===== src/rtl/frame_capture_buffer.sv =====
// Frame capture stage: shifts in decoded bits, checks the preamble and constant
// fields, and publishes a payload window into a byte-addressable shadow buffer.
module frame_capture_buffer #(
    parameter int unsigned                FRAME_BITS     = 192,
    parameter int unsigned                PREAMBLE_BITS  = 32,
    parameter logic [PREAMBLE_BITS-1:0]   PREAMBLE_VALUE = 32'hAAAAAAAA,
    parameter int unsigned                CONST_OFFSET   = 64,
    parameter int unsigned                CONST_BITS     = 32,
    parameter logic [CONST_BITS-1:0]      CONST_VALUE    = 32'h0DFFFFFE,
    parameter int unsigned                PAYLOAD_OFFSET = 96,
    parameter int unsigned                PAYLOAD_BYTES  = 12,
    parameter int unsigned                ADDR_BITS      = 4
) (
    input  logic                 clock,
    input  logic                 reset,
    input  logic                 frame_begin,
    input  logic                 bit_strobe,
    input  logic                 bit_data,
    input  logic                 hold,
    input  logic [ADDR_BITS-1:0] address,
    output logic [7:0]           read_data,
    output logic                 full,
    output logic                 valid,
    output logic                 overrun,
    output logic [7:0]           frame_count,
    output logic [7:0]           error_count
);

    localparam int unsigned CNT_W     = $clog2(FRAME_BITS + 1);
    // Frame bit i sits at register position FRAME_BITS-1-i once the frame is complete.
    localparam int unsigned PRE_MSB   = FRAME_BITS - 1;
    localparam int unsigned CONST_MSB = FRAME_BITS - 1 - CONST_OFFSET;
    localparam int unsigned PAY_MSB   = FRAME_BITS - 1 - PAYLOAD_OFFSET;

    localparam logic [CNT_W-1:0]     LAST_BIT    = CNT_W'(FRAME_BITS - 1);
    localparam logic [CNT_W-1:0]     FRAME_END   = CNT_W'(FRAME_BITS);
    localparam logic [ADDR_BITS-1:0] STATUS_ADDR = '1;

    typedef enum logic [1:0] {
        S_IDLE    = 2'd0,
        S_RECEIVE = 2'd1,
        S_CHECK   = 2'd2
    } state_t;

    state_t                state;
    logic [CNT_W-1:0]      bit_count;
    logic [FRAME_BITS-1:0] frame_sr;
    logic [7:0]            shadow [PAYLOAD_BYTES];
    logic                  last_check_ok;
    logic                  check_ok_c;

    assign check_ok_c = (frame_sr[PRE_MSB -: PREAMBLE_BITS] == PREAMBLE_VALUE) &&
                        (frame_sr[CONST_MSB -: CONST_BITS] == CONST_VALUE);

    always_ff @(posedge clock) begin
        if (reset) begin
            state         <= S_IDLE;
            bit_count     <= '0;
            frame_sr      <= '0;
            full          <= 1'b0;
            valid         <= 1'b0;
            overrun       <= 1'b0;
            frame_count   <= 8'd0;
            error_count   <= 8'd0;
            last_check_ok <= 1'b0;
            for (int unsigned k = 0; k < PAYLOAD_BYTES; k++) begin
                shadow[k] <= 8'h00;
            end
        end else begin
            // Receive sequencing; a new frame_begin wins over any strobe in the same cycle.
            if (frame_begin) begin
                state     <= S_RECEIVE;
                bit_count <= '0;
                full      <= 1'b0;
            end else begin
                case (state)
                    S_RECEIVE: begin
                        if (bit_strobe && (bit_count < FRAME_END)) begin
                            frame_sr  <= {frame_sr[FRAME_BITS-2:0], bit_data};
                            bit_count <= bit_count + CNT_W'(1);
                            if (bit_count == LAST_BIT) begin
                                full  <= 1'b1;
                                state <= S_CHECK;
                            end
                        end
                    end
                    S_CHECK: state <= S_IDLE;
                    default: state <= S_IDLE;
                endcase
            end

            // The completed frame is judged even if a new frame_begin arrives in CHECK.
            if (state == S_CHECK) begin
                last_check_ok <= check_ok_c;
                if (check_ok_c) begin
                    if (hold) begin
                        overrun <= 1'b1;
                    end else begin
                        for (int unsigned k = 0; k < PAYLOAD_BYTES; k++) begin
                            shadow[k] <= frame_sr[PAY_MSB - 8*k -: 8];
                        end
                        valid       <= 1'b1;
                        frame_count <= frame_count + 8'd1;
                    end
                end else if (error_count != 8'hFF) begin
                    error_count <= error_count + 8'd1;
                end
            end
        end
    end

    // Byte-wide read port: payload bytes, status at the top address, zero elsewhere.
    always_comb begin
        read_data = 8'h00;
        for (int unsigned k = 0; k < PAYLOAD_BYTES; k++) begin
            if (address == ADDR_BITS'(k)) begin
                read_data = shadow[k];
            end
        end
        if (address == STATUS_ADDR) begin
            read_data = {3'b000, hold, last_check_ok, overrun, valid, full};
        end
    end

endmodule


===== config.mk =====
export PLATFORM = sky130hd
export DESIGN_NAME = frame_capture_buffer
export DESIGN_NICKNAME = d
export VERILOG_FILES = /design/src/rtl/frame_capture_buffer.sv
export SDC_FILE = /design/constraint.sdc
export NUM_CORES = 1
export LEC_CHECK = 0
export ABC_AREA = 0
export CAP_MARGIN = 40
export CORE_MARGIN = 5
export CORE_UTILIZATION = 55
export DETAILED_ROUTE_END_ITERATION = 8
export DONT_BUFFER_PORTS = 1
export PLACE_DENSITY = 0.7
export SLEW_MARGIN = 25
export SYNTH_ARGS = -nofsm -noshare
export SYNTH_HDL_FRONTEND = slang
export SYNTH_SLANG_ARGS = --single-unit
export TNS_END_PERCENT = 20

===== constraint.sdc =====
create_clock -name clock -period 7.6 [get_ports clock]
set_input_delay 0.76 -clock clock [delete_from_list [all_inputs] [get_ports clock]]
set_output_delay 0.76 -clock clock [all_outputs]
set_load 0.02 [all_outputs]

==> results of run 1 <==
critical path, delay by kind of cell, from the launching register on:
family / cells / cell delay (ns)
buffers and inverters: 2 / 0.99
DFF: 1 / 0.32
and+or+nand+nor: 3 / 1.06
AOI/OAI and AO/OA: 1 / 0.42
cells in the mapped netlist, drive strengths merged, types with 3 or more instances:
| cell type | count | area share [%] |
|---|---|---|
| nand2 | 379 | 11 |
| dfxtp | 222 | 35 |
| a21oi | 205 | 8.1 |
| edfxtp | 96 | 23 |
| and2 | 81 | 4.0 |
| clkbuf | 78 | 2.4 |
| nor2 | 33 | 0.98 |
| nor2b | 29 | 1.4 |
| nand4 | 18 | 0.89 |
| o22a | 18 | 1.2 |
| buf | 15 | 0.52 |
| mux2 | 13 | 1.2 |
| o21ai | 13 | 0.51 |
| and3 | 9 | 0.45 |
| nor3 | 9 | 0.36 |
| nor4bb | 9 | 0.71 |
| mux2i | 8 | 0.63 |
| nand2b | 8 | 0.40 |
| a31oi | 7 | 0.35 |
| mux4 | 7 | 1.2 |
| or4 | 7 | 0.45 |
| o22ai | 5 | 0.25 |
| or3 | 5 | 0.25 |
| a211oi | 4 | 0.24 |
| xor2 | 4 | 0.28 |
| a22oi | 3 | 0.18 |
| and4 | 3 | 0.21 |
| clkinv | 3 | 0.089 |
| ha | 3 | 0.30 |
| inv | 3 | 0.089 |
| nand3 | 3 | 0.12 |
| nand4bb | 3 | 0.27 |
| nor4 | 3 | 0.39 |
| nor4b | 3 | 0.21 |
| o31ai | 3 | 0.18 |
power by group through the flow:
| stage | combinational, mW | clock [mW] | sequential (mW) |
|---|---|---|---|
| 2_1_floorplan | 0.103 | 0 | 1.82 |
| 3_3_place_gp | 0.102 | 0 | 1.82 |
| 3_5_place_dp | 0.106 | 0 | 1.82 |
| 4_1_cts | 0.107 | 1.68 | 1.79 |
| 5_1_grt | 0.116 | 1.76 | 1.79 |
| 6_report | 0.107 | 1.64 | 1.79 |
flip-flops by register name (all words and copies together), names as in the netlist, 2 cells and up:
register	count
error_count	8
frame_count	8
frame_sr	192
bit_count	8
state	2
shadow	96
per-stage QoR:
stage          instances  cell area, µm²  utilization [%]  power [mW]  hold WS, ns
2_1_floorplan       1341           12600                -        1.92        0.422
3_3_place_gp        1540           12700             56.1        1.93        0.436
3_5_place_dp        1543           12800             56.4        1.93        0.436
4_1_cts             1604           13900             61.4        3.57        0.324
5_1_grt             1605           13900             61.5        3.66        0.322
6_report            1605           13900             61.5        3.54        0.339
per-layer routing:
metal	global-route usage [%]	share of wire [%]
met5	0	0
met4	6.27	2.6
met3	3.25	4.4
met2	31.5	47
met1	27.8	46
cell families after synthesis:
kind of cell	after synthesis	share of synthesized area (%)
XOR/XNOR	6	0.415
multiplexers	28	3.04
adder cells (fa/ha/maj)	3	0.297
buffers and inverters	99	3.10
AND/OR/NAND/NOR	609	22.8
AO/OA/AOI/OAI	278	12.4
flip-flops	318	57.9
final cells by class:
class	count	area [µm²]
flip-flops and latches	318	7330
multi-input cells	924	4950
well taps	285	357
clock buffers	49	1010
clock inverters	12	109
inverters	6	22.5
repair buffers	11	143
fillers	1875	8720
path summary, 6_finish.rpt:
path                         startpoint                          end  slack [ns]  depth (start not counted)
min reg2reg   frame_sr[15]$_SDFFE_PP0P_    frame_sr[16]$_SDFFE_PP0P_        0.44                          2
max          frame_sr[125]$_SDFFE_PP0P_  shadow[0][28]$_SDFFCE_PN0P_        4.37                          6
min                               reset        state[0]$_SDFFE_PP0P_        0.34                          1
max reg2reg  frame_sr[125]$_SDFFE_PP0P_  shadow[0][28]$_SDFFCE_PN0P_        4.37                          6
==> impl_metrics.prom, run 1 <==
# TYPE chip_impl_metric gauge
chip_impl_metric{name="synth_async_sr_flop_share",unit="%"} 0
chip_impl_metric{name="worst_ep_required_time",unit="ns"} 7.73
chip_impl_metric{name="finalCritPeriodShare",unit="%"} 42.5
chip_impl_metric{name="firstDrtPassIters",unit=""} 5
chip_impl_metric{name="numCtsBuffers",unit=""} 34
chip_impl_metric{name="detail_route.vias_per_cell",unit=""} 5.64
chip_impl_metric{name="cell_internal_power",unit="mW"} 2.81
chip_impl_metric{name="wl_per_cell",unit="µm"} 16.2
chip_impl_info{name="hold_path.class",value="in -> reg"} 1
chip_impl_info{name="mostFrequentLayoutCell",value="sky130_fd_sc_hd__nand2_1"} 1
chip_impl_metric{name="num_io_pins",unit=""} 37
chip_impl_metric{name="layout.nets",unit=""} 1308
chip_impl_metric{name="power.density_cell_area",unit="mW/mm²"} 254
chip_impl_metric{name="drt_wl_total",unit="µm"} 26000
chip_impl_info{name="clk_root_buffer_cell",value="sky130_fd_sc_hd__clkbuf_16"} 1
chip_impl_metric{name="area_delta_synth_final",unit="%"} 10.1
chip_impl_metric{name="comb_power_share",unit="%"} 3.0
chip_impl_metric{name="yosysWarnings",unit=""} 0
chip_impl_metric{name="final_layout_size_suffix_gt1_share",unit="%"} 6.59
chip_impl_metric{name="largest_net_degree_at_the_start_of_global_routing",unit=""} 225
chip_impl_metric{name="clock_share_of_power",unit="%"} 46.4
chip_impl_metric{name="total_number_of_h_tree_levels",unit=""} 2
chip_impl_info{name="tritoncts",value="yes"} 1
chip_impl_metric{name="antenna_found_initial",unit=""} 0
chip_impl_metric{name="synth_area_per_cell",unit="µm²"} 9.43
chip_impl_metric{name="grt_pass1_vias",unit=""} 8382
chip_impl_metric{name="max_cap_viol_count",unit=""} 0
chip_impl_metric{name="synth_area",unit="mm²"} 0.0126
chip_impl_metric{name="holdBufCountCts",unit=""} 0
chip_impl_metric{name="power.switching_fraction",unit="%"} 20.7
chip_impl_metric{name="yosysUniqueCellTypes",unit=""} 64
chip_impl_metric{name="numPortBuffers",unit=""} 0
chip_impl_metric{name="vias",unit=""} 9051
chip_impl_metric{name="post-route-worst-setup-slack",unit="ns"} 4.37
chip_impl_metric{name="dieHeight",unit="µm"} 162
chip_impl_metric{name="drt.antenna.violating_nets",unit=""} 0
chip_impl_metric{name="report.final.setup_viol",unit=""} 0
chip_impl_metric{name="timing.critical_path.fanout_max",unit=""} 64
chip_impl_info{name="status",value="complete, no violations"} 1
chip_impl_metric{name="cts_sinks",unit=""} 318
chip_impl_info{name="crit_chain",value="nand4b_1 > or4_1 > nor4_4 > buf_4 > a21o_4 > buf_4"} 1
chip_impl_metric{name="power.ir.vdd_worst",unit="mV"} 0.142
chip_impl_info{name="unrepaired_setup_endpoints_after_global_routing",value="false"} 1
chip_impl_metric{name="worst-slew-pin-transition",unit="ns"} 0.819
chip_impl_info{name="commonest_cells_after_routing_fill_and_taps_aside",value="sky130_fd_sc_hd__nand2_1, sky130_fd_sc_hd__dfxtp_1, sky130_fd_sc_hd__a21oi_1"} 1
chip_impl_metric{name="hpwlAfterDp",unit="µm"} 15600
chip_impl_metric{name="report.final.hold_viol_count",unit=""} 0
chip_impl_metric{name="period_minus_slack",unit="ns"} 3.23
chip_impl_metric{name="place_ws",unit="ns"} 4.37
chip_impl_metric{name="clock_skew",unit="ns"} 0.0193
chip_impl_metric{name="sequentialPowerShare",unit="%"} 50.5
chip_impl_metric{name="total_switching_power",unit="mW"} 0.731
chip_impl_info{name="timing_worst_setup_path_type",value="reg -> reg"} 1
chip_impl_metric{name="power_leakage",unit="nW"} 4.63
chip_impl_metric{name="post-cts-setup-buffer-count",unit=""} 0
chip_impl_metric{name="die_area",unit="mm²"} 0.0261
chip_impl_metric{name="globalplace.congestion",unit=""} 0.804
chip_impl_metric{name="post_synth_inst_count",unit=""} 1341
chip_impl_metric{name="timing.final.max_slew_violations",unit=""} 0
chip_impl_metric{name="timing.fmax",unit="MHz"} 310
chip_impl_metric{name="headroom_to_the_max_slew_limit",unit="%"} 45.4
chip_impl_info{name="worstSetupEndpointType",value="flop"} 1
chip_impl_metric{name="initial_utilization",unit="%"} 55.9
chip_impl_metric{name="drc",unit=""} 0
chip_impl_metric{name="setup_total_negative_slack",unit="ns"} 0
chip_impl_metric{name="grt_pass1_wl",unit="µm"} 42800
chip_impl_metric{name="worst_path_largest_cell_delay",unit="ns"} 0.72
chip_impl_metric{name="insertion_delay",unit="ns"} 0.51
chip_impl_metric{name="synth_enable_flop_cells",unit=""} 96
chip_impl_metric{name="diodes",unit=""} 0
chip_impl_metric{name="detailedRoute.firstIterationViolations",unit=""} 668
chip_impl_metric{name="crit_arrival",unit="ns"} 3.35
chip_impl_metric{name="clk_path_buf_depth",unit=""} 3
chip_impl_metric{name="syn-num-nets",unit=""} 1354
chip_impl_metric{name="seq_total_area_yosys",unit="%"} 57.9
chip_impl_info{name="critical_path.most_common_cell",value="sky130_fd_sc_hd__buf_4"} 1
chip_impl_metric{name="chipWidth",unit="µm"} 162
chip_impl_metric{name="synth_seq_cells",unit=""} 318
chip_impl_metric{name="std_cell_rows",unit=""} 55
chip_impl_info{name="dominant_synthesized_flop_cell",value="sky130_fd_sc_hd__dfxtp_1"} 1
chip_impl_info{name="critical_path_slowest_stage_cell",value="sky130_fd_sc_hd__buf_4"} 1
chip_impl_metric{name="path_clk_slew",unit="ns"} 0.06
chip_impl_metric{name="globalRouteTotalUtil",unit="%"} 19.7
chip_impl_info{name="startpoint_type",value="flop"} 1
chip_impl_metric{name="fp.coreArea",unit="mm²"} 0.0226
chip_impl_metric{name="postCtsResizedCells",unit=""} 0
chip_impl_metric{name="overflow",unit=""} 0
Power figures use the tool's default switching activity.
==> run 2: changes to the inputs <==
==> constraint.sdc (replaced) <==
create_clock -name clock -period 3.1 [get_ports clock]
set_input_delay 0.31 -clock clock [delete_from_list [all_inputs] [get_ports clock]]
set_output_delay 0.31 -clock clock [all_outputs]
set_load 0.02 [all_outputs]
==> run 2 against run 1 <==
Core utilization rose by 2.2 points. Sequential share of layout area decreased by 1.8 points. Wire length grew 2.8%. Die area unchanged. Fmax grew 13%. Global-route usage grew 0.75 points.
==> impl_metrics.prom, run 2 (synthesis gave the netlist of run 1 again) <==
# TYPE chip_impl_metric gauge
chip_impl_metric{name="route.met2.wl",unit="µm"} 12700
chip_impl_metric{name="globalplace.congestion",unit=""} 0.789
chip_impl_metric{name="firstDrtPassIters",unit=""} 5
chip_impl_info{name="status",value="complete, no violations"} 1
chip_impl_metric{name="timing.critical_path.fanout_max",unit=""} 12
chip_impl_metric{name="wl_per_cell",unit="µm"} 16.2
chip_impl_metric{name="drt_wl_total",unit="µm"} 26800
chip_impl_metric{name="vias",unit=""} 9235
chip_impl_info{name="startpoint_type",value="flop"} 1
chip_impl_metric{name="area_delta_synth_final",unit="%"} 14.1
chip_impl_metric{name="place_ws",unit="ns"} 0.497
chip_impl_info{name="unrepaired_setup_endpoints_after_global_routing",value="false"} 1
chip_impl_info{name="tritoncts",value="yes"} 1
chip_impl_metric{name="worst-slew-pin-transition",unit="ns"} 0.757
chip_impl_metric{name="finalCritPeriodShare",unit="%"} 92.1
chip_impl_metric{name="power.density_cell_area",unit="mW/mm²"} 608
chip_impl_metric{name="placed_cells",unit=""} 1551
chip_impl_metric{name="power.ir.vdd_worst",unit="mV"} 0.429
chip_impl_metric{name="overflow",unit=""} 0
chip_impl_metric{name="clk_path_buf_depth",unit=""} 3
chip_impl_metric{name="filler_instances",unit=""} 1852
chip_impl_metric{name="crit_arrival",unit="ns"} 3.30
chip_impl_metric{name="report.final.hold_viol_count",unit=""} 0
chip_impl_metric{name="dieHeight",unit="µm"} 162
chip_impl_metric{name="std_cell_rows",unit=""} 55
chip_impl_metric{name="num_io_pins",unit=""} 37
chip_impl_metric{name="worst_ep_required_time",unit="ns"} 3.54
chip_impl_metric{name="fp.coreArea",unit="mm²"} 0.0226
chip_impl_metric{name="path_clk_slew",unit="ns"} 0.06
chip_impl_metric{name="worst_hold_margin",unit="ns"} 0.0329
chip_impl_metric{name="post-cts-setup-buffer-count",unit=""} 0
chip_impl_metric{name="numCtsBuffers",unit=""} 34
chip_impl_metric{name="timing.fmax",unit="MHz"} 350
chip_impl_metric{name="report.final.setup_viol",unit=""} 0
chip_impl_metric{name="detailedRoute.firstIterationViolations",unit=""} 786
chip_impl_metric{name="number_of_flip_flops_in_the_largest_register",unit=""} 192
chip_impl_info{name="commonest_cells_after_routing_fill_and_taps_aside",value="sky130_fd_sc_hd__nand2_1, sky130_fd_sc_hd__dfxtp_1, sky130_fd_sc_hd__a21oi_1"} 1
chip_impl_metric{name="largest_net_degree_at_the_start_of_global_routing",unit=""} 158
chip_impl_metric{name="wirelength_met1",unit="µm"} 12100
chip_impl_metric{name="final_layout_size_suffix_gt1_share",unit="%"} 7.20
chip_impl_metric{name="chipWidth",unit="µm"} 162
chip_impl_metric{name="total_power",unit="mW"} 8.78
chip_impl_info{name="mostFrequentLayoutCell",value="sky130_fd_sc_hd__nand2_1"} 1
chip_impl_metric{name="power_leakage",unit="nW"} 4.93
chip_impl_info{name="worstSetupEndpointType",value="flop"} 1
chip_impl_metric{name="period_minus_slack",unit="ns"} 2.85
chip_impl_metric{name="cts_sinks",unit=""} 318
chip_impl_metric{name="drt.antenna.violating_nets",unit=""} 0
chip_impl_metric{name="headroom_to_the_max_slew_limit",unit="%"} 49.3
chip_impl_metric{name="layout.nets",unit=""} 1350
chip_impl_metric{name="clock_skew",unit="ns"} 0.0178
chip_impl_info{name="biggestRegsByFlops",value="frame_sr x192, shadow x96"} 1
chip_impl_metric{name="globalRouteTotalUtil",unit="%"} 20.5
chip_impl_info{name="hold_path.class",value="in -> reg"} 1
chip_impl_metric{name="timing.final.max_slew_violations",unit=""} 0
chip_impl_metric{name="total_number_of_h_tree_levels",unit=""} 2
chip_impl_metric{name="fin_area",unit="mm²"} 0.0144
chip_impl_metric{name="final-instance-count-excl-fill",unit=""} 1647
chip_impl_metric{name="diodes",unit=""} 0
chip_impl_metric{name="grt_pass1_vias",unit=""} 8946
chip_impl_metric{name="detail_route.vias_per_cell",unit=""} 5.61
chip_impl_metric{name="met3_length",unit="µm"} 1420
chip_impl_info{name="largest_register",value="frame_sr"} 1
chip_impl_metric{name="finalCoreUtilization",unit="%"} 63.7
chip_impl_info{name="highest_layer",value="met4"} 1
chip_impl_metric{name="max_cap_viol_count",unit=""} 0
chip_impl_metric{name="insertion_delay",unit="ns"} 0.50
chip_impl_metric{name="antenna_found_initial",unit=""} 0
chip_impl_metric{name="post-route-worst-setup-slack",unit="ns"} 0.246
chip_impl_metric{name="hpwlAfterDp",unit="µm"} 15600
chip_impl_metric{name="instance_area_at_placement",unit="mm²"} 0.0129
chip_impl_metric{name="numPortBuffers",unit=""} 0
chip_impl_info{name="timing_worst_setup_path_type",value="reg -> reg"} 1
chip_impl_info{name="clk_root_buffer_cell",value="sky130_fd_sc_hd__clkbuf_16"} 1
chip_impl_metric{name="drc",unit=""} 0
chip_impl_metric{name="die_area",unit="mm²"} 0.0261
chip_impl_metric{name="initial_utilization",unit="%"} 55.9
chip_impl_metric{name="setup_total_negative_slack",unit="ns"} 0
chip_impl_metric{name="grt_pass1_wl",unit="µm"} 44600
[run 2: cell count changes in the layout (fill, tap and decap cells not counted), sizes merged]
cell,before,now
dlygate4sd3,0,34
clkbuf,49,52
clkinv,12,9
buf,11,19
clkinvlp,1,0
bufinv,2,3
[run 2: final timing paths]
path	startpoint	endpoint	slack (ns)	depth (start not counted)
max reg2reg	frame_sr[171]$_SDFFE_PP0P_	frame_count[0]$_SDFFE_PP0P_	0.25	6
min reg2reg	frame_sr[154]$_SDFFE_PP0P_	frame_sr[155]$_SDFFE_PP0P_	0.45	2
max	frame_sr[171]$_SDFFE_PP0P_	frame_count[0]$_SDFFE_PP0P_	0.25	6
min	reset	shadow[2][29]$_SDFFCE_PP0P_	0.03	1
[run 2: metal layers]
layer  GRT usage [%]  vias up
met5               0        -
met4            5.84        0
met3            3.83       38
met2            33.2      189
met1            28.4     4416
li1                -     4592
[run 2: final cells by class]
type | instances | area [µm²] | share of cell area [%]
sequential | 318 | 7330 | 50.8
multi-input combinational | 924 | 4970 | 34.4
clock buffer | 52 | 1020 | 7.08
timing repair buffer | 53 | 616 | 4.27
tap | 285 | 357 | 2.47
clock inverter | 9 | 120 | 0.832
inverter | 6 | 22.5 | 0.156
[run 2: power by group]
part,leakage [nW],internal [mW],switching [mW],total [mW]
sequential,2.71,4.35,0.0259,4.38
combinational,1.65,0.109,0.216,0.325
clock,0.564,2.52,1.55,4.07
total,4.93,6.99,1.79,8.78
[run 2: critical path, cell delays in order, from the launching register on]
cell,delay (ns)
sky130_fd_sc_hd__dfxtp_1,0.35
sky130_fd_sc_hd__nor4bb_1,0.47
sky130_fd_sc_hd__nand4_1,0.17
sky130_fd_sc_hd__or4_4,0.64
sky130_fd_sc_hd__or4_1,0.42
sky130_fd_sc_hd__a21oi_1,0.17
sky130_fd_sc_hd__dlygate4sd3_1,0.58
[run 2: timing repair]
item                                    CTS  global route
resized for setup                         0             2
endpoints found under the setup margin    0             2
endpoints found under the hold margin   190             0
hold buffers                             35             0
